===== src/rtl/tdm_mux8_serializer.sv =====
// 8-channel TDM serializer: captures eight channel words on load and emits one per enabled
// cycle, driving active-low demux selects coherent with the registered output word.
module tdm_mux8_serializer #(
    parameter int unsigned WIDTH = 1
) (
    input  logic             clk,
    input  logic             rst,
    input  logic             load,
    input  logic             en,
    input  logic [WIDTH-1:0] d0,
    input  logic [WIDTH-1:0] d1,
    input  logic [WIDTH-1:0] d2,
    input  logic [WIDTH-1:0] d3,
    input  logic [WIDTH-1:0] d4,
    input  logic [WIDTH-1:0] d5,
    input  logic [WIDTH-1:0] d6,
    input  logic [WIDTH-1:0] d7,
    output logic [WIDTH-1:0] q,
    output logic             s0,
    output logic             s1,
    output logic             s2,
    output logic [2:0]       slot,
    output logic             valid,
    output logic             busy,
    output logic             done
);

    typedef enum logic [0:0] {
        StIdle,
        StShift
    } state_e;

    state_e           state_q, state_d;
    logic [WIDTH-1:0] d_arr [8];
    logic [WIDTH-1:0] cap_q [8];
    logic [WIDTH-1:0] cap_d [8];
    logic [WIDTH-1:0] q_q, q_d;
    logic [2:0]       slot_q, slot_d;
    logic [2:0]       slot_inc;
    logic [2:0]       sel_q, sel_d;
    logic             valid_q, valid_d;
    logic             busy_q, busy_d;
    logic             done_q, done_d;
    logic             capture;

    assign d_arr[0] = d0;
    assign d_arr[1] = d1;
    assign d_arr[2] = d2;
    assign d_arr[3] = d3;
    assign d_arr[4] = d4;
    assign d_arr[5] = d5;
    assign d_arr[6] = d6;
    assign d_arr[7] = d7;

    assign slot_inc = slot_q + 3'd1;

    always_comb begin
        state_d = state_q;
        q_d     = q_q;
        slot_d  = slot_q;
        sel_d   = sel_q;
        valid_d = valid_q;
        busy_d  = busy_q;
        done_d  = 1'b0;
        capture = 1'b0;

        unique case (state_q)
            StIdle: begin
                if (load) begin
                    capture = 1'b1;
                end
            end
            StShift: begin
                if (en) begin
                    if (slot_q == 3'd7) begin
                        done_d = 1'b1;
                        // Reload on the last slot chains frames without a gap cycle.
                        if (load) begin
                            capture = 1'b1;
                        end else begin
                            state_d = StIdle;
                            valid_d = 1'b0;
                            busy_d  = 1'b0;
                        end
                    end else begin
                        slot_d = slot_inc;
                        q_d    = cap_q[slot_inc];
                        sel_d  = ~slot_inc;
                    end
                end
            end
            default: begin
                state_d = StIdle;
            end
        endcase

        // Slot 0 is presented straight from the inputs so the first word has one cycle latency.
        if (capture) begin
            state_d = StShift;
            slot_d  = 3'd0;
            q_d     = d_arr[0];
            sel_d   = 3'b111;
            valid_d = 1'b1;
            busy_d  = 1'b1;
        end

        for (int i = 0; i < 8; i++) begin
            cap_d[i] = capture ? d_arr[i] : cap_q[i];
        end
    end

    always_ff @(posedge clk) begin
        if (rst) begin
            state_q <= StIdle;
            q_q     <= '0;
            slot_q  <= 3'd0;
            sel_q   <= 3'b000;
            valid_q <= 1'b0;
            busy_q  <= 1'b0;
            done_q  <= 1'b0;
            for (int i = 0; i < 8; i++) begin
                cap_q[i] <= '0;
            end
        end else begin
            state_q <= state_d;
            q_q     <= q_d;
            slot_q  <= slot_d;
            sel_q   <= sel_d;
            valid_q <= valid_d;
            busy_q  <= busy_d;
            done_q  <= done_d;
            for (int i = 0; i < 8; i++) begin
                cap_q[i] <= cap_d[i];
            end
        end
    end

    assign q            = q_q;
    assign {s0, s1, s2} = sel_q;
    assign slot         = slot_q;
    assign valid        = valid_q;
    assign busy         = busy_q;
    assign done         = done_q;

endmodule


===== config.mk =====
export PLATFORM = sky130hd
export DESIGN_NAME = tdm_mux8_serializer
export DESIGN_NICKNAME = d
export VERILOG_FILES = /design/src/rtl/tdm_mux8_serializer.sv
export SDC_FILE = /design/constraint.sdc
export NUM_CORES = 1
export LEC_CHECK = 0
export CORE_MARGIN = 4
export CORE_UTILIZATION = 41
export DETAILED_ROUTE_END_ITERATION = 10
export HOLD_SLACK_MARGIN = 0.12
export PLACE_DENSITY = 0.73
export SETUP_SLACK_MARGIN = 0.2
export SYNTH_ARGS = -nofsm -noshare
export SYNTH_HDL_FRONTEND = slang
export SYNTH_SLANG_ARGS = --single-unit

===== constraint.sdc =====
create_clock -name clk -period 1.8 [get_ports clk]
set_clock_uncertainty 0.1 [all_clocks]
set_input_delay 0.36 -clock clk [delete_from_list [all_inputs] [get_ports clk]]
set_output_delay 0.36 -clock clk [all_outputs]
set_load 0.05 [all_outputs]

# Yosys cells after proc, flatten, opt, wreduce, memory -nomap -nowiden
# Memories as Yosys holds them, arrays and structs flattened.
# Cells that the tools add are included.
word_totals:
  register_bits: 10
  ramBits: 8
  out_inout_bits: 10
  wordCells: 74
  n_memories: 1
classes:
  addsub: 1
  eq_ne: 4
  muxes: 41
  bitwise: 12
  n_reduce_logical: 9
mem_list:
  columns: ["memory", "depth", "word_bits", "read_ports", "rd_ports_with_merged_regs", "write_ports", "line_no", "text"]
  rows:
  - ["cap_q", 8, 1, 1, 0, 8, "35", "logic [WIDTH-1:0] cap_q [8];"]
ops:
  columns: ["op", "count"]
  rows:
  - ["2-to-1 mux 1 bit", 36]
  - ["2-to-1 mux 3 bit", 4]
  - ["OR 1 bit", 8]
  - ["AND reduction 3 bit", 2]
  - ["nonzero test 2 bit", 3]
  - ["AND reduction 4 bit", 1]
  - ["adder 3 x 1 -> 3 bit, second input constant", 1]
  - ["equality test 3 bit, second input constant", 1]
  - ["inverter 1 bit", 3]
  - ["inverter 3 bit", 1]
  - ["OR reduction 3 bit", 1]
  - ["!= test 2 x 1 -> 1 bit, second input constant", 1]
  - ["!= test 2 bit, second input constant", 1]
  - ["case mux 1 bit (2 select lines)", 1]
  - ["AND reduction 2 bit", 1]
  - ["OR reduction 2 bit", 1]
  - ["!= test 1 bit, second input constant", 1]

# Longest topological paths before layout
logic_depth:
  depth_word: 7
  ltp_mapped: 6

# Least setup slack after synthesis
# OpenSTA, ideal clock, no wires.
synth_timing:
  path_kind: "reg2reg"
  startpoint: "reg slot_q[0] (netlist: slot[0])"
  endpoint: "reg q_q (netlist: q)"
  setup_ns: 0.132
  t_arrival_ns: 1.991
  required_time_ns: 1.568
  setup_slack_ns: -0.422
  stages_incl_launch_ff: 7
  path_buffers: 0
  period_less_slack_ns: 2.222
  path_cell_list: "dfxtp_1 ha_1 ha_1 mux4_1 mux2_2 a221oi_2 nor3_1"
synth_between:
  elab_chain_len: 6
  word_cells_on_any_way: 14
synth_rtl:
  columns: ["element", "line_no", "text"]
  rows:
  - ["start: declaration", "38", "logic [2:0] slot_q, slot_d;"]
  - ["start signal: assignment", "127", "slot_q <= slot_d;"]
  - ["adder 3 x 1 -> 3 bit", "55", "assign slot_inc = slot_q + 3'd1;"]
  - ["via slot_inc[2]", "39", "logic [2:0] slot_inc;"]
  - ["memory read (8 x 1 bit)", null, null]
  - ["2-to-1 mux 1 bit", "75", "if (slot_q == 3'd7) begin"]
  - ["2-to-1 mux 1 bit", "74", "if (en) begin"]
  - ["2-to-1 mux 1 bit", "67", "unique case (state_q)"]
  - ["2-to-1 mux 1 bit", "98", "if (capture) begin"]
  - ["end signal: assignment", "126", "q_q <= q_d;"]
  - ["end: declaration", "37", "logic [WIDTH-1:0] q_q, q_d;"]
# The timed path passes the listed nets, and every way through them passes these cells. The select of a mux whose other input is x is not followed.
# A chain may end at the register's enable or synchronous reset.

# Worst setup path after layout
# Same ends and word-level chain as after synthesis.

==> impl_results.md <==
- Clk_lat worst skew: 0.29 ns
- CP max stage delay: 0.38 ns
- CP endpoint kind: flip-flop
- Num rows: 15
- Initial core utilization: 44.18%
- Warnings from Yosys: 0
- Cell Count, Final, Fillers Out: 121
- Final nets: 111
- Final Hold Fails: 0
- Via Count: 585
- PortBufs: 21
- Share of cells above drive strength 1: 38.54%
- Worst hold margin: 0.3766 ns
- Critical Path Start Type: flip-flop
- Post-CTS Setup Inserts: 0
- Slew margin rel.: 83.81%
- F_max: 538.0 MHz
- CTS H-Tree Depth: 1
- Synthesized flop and latch total: 18
- Antenna violations before repair: 0
- Setup WS pre-CTS: -0.04754 ns
- Maximum clock insertion buffer count: 2
- Area of the multi-input gates: 396.6 µm²
- Cell area after synthesis: 779.5 µm²
- Status: finished with violations
- I/O pin cnt: 22
- CTS tree: built
- Maximum vdd drop: 0.4770 mV
- Max-Cap Viols: 0
- Global-route wire length before repair: 2283 µm
- Post-route ant nets: 0
- # DRC: 0
- Final setup viols: 1
- CP Data Arrival Time: 1.94 ns
- Setup WS post-layout: -0.05872 ns
- Crit path buf inv count: 0
- Final Util: 64.89%
- Least-Margin Pin Slew: 0.2425 ns
- Vias in the first global route: 564
- WL/cell: 12.50 µm
- Syn Inst Count: 67
- CP Data Required Time: 1.88 ns
- Placer Congestion: 0.7495
- Leakage power: 0.4703 nW
- Fillers: 162
- Number of clock sinks: 18
- Clock-pin slew of the registers on the worst-case setup and hold paths: 0.10 ns
- CTS buffer count: 3
- Die Wd: 51.60 µm
- CP max-delay cell: dfxtp_4
- Tot GR Track Use: 11.99%
- Dpl cells: 117
- Unrepaired setup endpoints after global routing: yes
- Drt first pass iters: 2
- Post-synthesis sequential area ratio: 56.50%
- ANT cells: 0
- Cell mode on critical path: ha_4
- Largest net degree at the start of global routing: 12
- Post-Route WL: 1513 µm
- Power Density: 747.4 nW/µm²
- CP top delay family: multiplexers
- Type of the tightest min-delay check: flip-flop to flip-flop
- CTS Root Cell: clkbuf_4
- Layout area overhead: 46.87%
- Die ar.: 2663 µm²
- Grt ovf: 0
- Fin crit share: 103.3%
- DR iter-0 viols: 1
- Violated checks: setup timing
- Hpwl dp: 1199 µm
- Core Area: 1764 µm²
- Setup CP Type: flip-flop to flip-flop
- Syn_area_per_cell: 11.63 µm²
- Max Fanout on Critical Path: 4
- Syn nets: 81
- Die Y: 51.60 µm
- Post-DR vias/cell: 4.835
- Max-slew violations: 0
- Netlist cell types: 22
- Storage element area: 449.2 µm²
- Crit path time final: 1.859 ns
- Crit-path cells: ha_4, ha_4, mux4_2, mux2_4, a221oi_2, nor3_1
## final timing paths
path / startpoint / endpoint / slack, ns / cells past startpoint
worst max-delay path: slot[0]$_SDFFE_PP0P_ / q$_SDFFE_PP0P_ / -0.06 / 6
worst min-delay path: busy$_SDFFE_PP0P_ / busy$_SDFFE_PP0P_ / 0.38 / 2
worst max register to register: slot[0]$_SDFFE_PP0P_ / q$_SDFFE_PP0P_ / -0.06 / 6
worst min register to register: busy$_SDFFE_PP0P_ / busy$_SDFFE_PP0P_ / 0.38 / 2
## metrics by stage
step | total power, W | instance area [µm²] | setup TNS, ns
2_1_floorplan | 0.0005855 | 839.6 | -0.07852
3_5_place_dp | 0.0006533 | 1090 | -0.04754
3_3_place_gp | 0.0006485 | 1090 | 0
6_report | 0.0008557 | 1145 | -0.05872
5_1_grt | 0.0008956 | 1145 | -0.1320
4_1_cts | 0.0008594 | 1122 | -0.06795
## per-layer routing
metal	up-vias	wire length [µm]	track usage, %
met2	18	827	22.03
met3	2	98	3.438
met5	-	0	0
li1	294	-	-
met1	271	571	11.98
met4	0	14	6.550
## flip-flops by register name, summed over array words and instances (netlist names)
register	cells
busy	1
cap_q	8
done	1
q	1
sel_q	3
slot	3
state_q	1
## final cells by class
| cell class | instances | area share [%] |
|---|---|---|
| tap | 25 | 2.732 |
| multi-input combinational | 44 | 34.64 |
| timing repair buffer | 27 | 20.11 |
| clock buffer | 4 | 2.295 |
| sequential | 18 | 39.23 |
| inverter | 3 | 0.9836 |
## cell usage after synthesis
cell	n	area (µm²)
nand2b_1	2	12.51
and2_1	5	31.28
inv_1	3	11.26
dfxtp_1	10	200.2
nor2_1	13	48.80
a21boi_0	1	7.510
ha_1	2	25.02
nand3_1	1	5.000
a2bb2oi_1	1	8.760
xnor2_1	1	8.760
a221oi_2	1	15.01
nor2b_1	3	18.77
mux2_2	1	11.26
mux2i_1	2	20.02
nand2_1	1	3.750
clkbuf_1	1	3.750
edfxtp_1	8	240.2
a211oi_1	3	22.52
a21oi_1	1	5.000
mux4_1	2	52.55
buf_4	1	7.510
nor3_1	4	20.02
## worst min-delay path: cells and delay by family (launching register included)
kind	cells	cell delay, ns
AO/OA/AOI/OAI	1	0.06
buffers and inverters	1	0.05
flip-flops	1	0.33
## cell families (layout without fill, tap and decap cells)
| group | Yosys count | count (layout) | synth area share, % |
|---|---|---|---|
| xor gates and xnor gates | 1 | 1 | 1.124 |
| AOI/OAI and AO/OA | 7 | 7 | 7.543 |
| buffers and inverters | 5 | 34 | 2.889 |
| adders and majority gates | 2 | 2 | 3.210 |
| DFF | 18 | 18 | 56.50 |
| muxes | 5 | 5 | 10.75 |
| and+or+nand+nor | 29 | 29 | 17.98 |
## report_power, final
group          switching (W)  total [W]  internal (W)
combinational      0.0000987   0.000184     0.0000854
sequential         0.0000133   0.000466      0.000453
clock               0.000120   0.000206     0.0000860
## placed cells by master, fill, tap and decap left out, types with 2 or more instances in the layout
cell type and count:
ha_4 2, mux2i_1 2, clkbuf_4 3, inv_1 3, edfxtp_1 8, dfxtp_1 7
nor2b_1 2, nor2_1 12, nand2b_4 2, buf_4 16, and2_1 2, and2_4 3
a211oi_1 3, nor3_1 3, dfxtp_4 2, clkdlybuf4s50_1 11
## timing repair
action                     4_1_cts  5_1_grt
gates resized for setup          1        6
pin swaps                        0        5
setup endpoints to repair        9       17
hold buffers                     0        0
(Power assumes the default switching activity.)
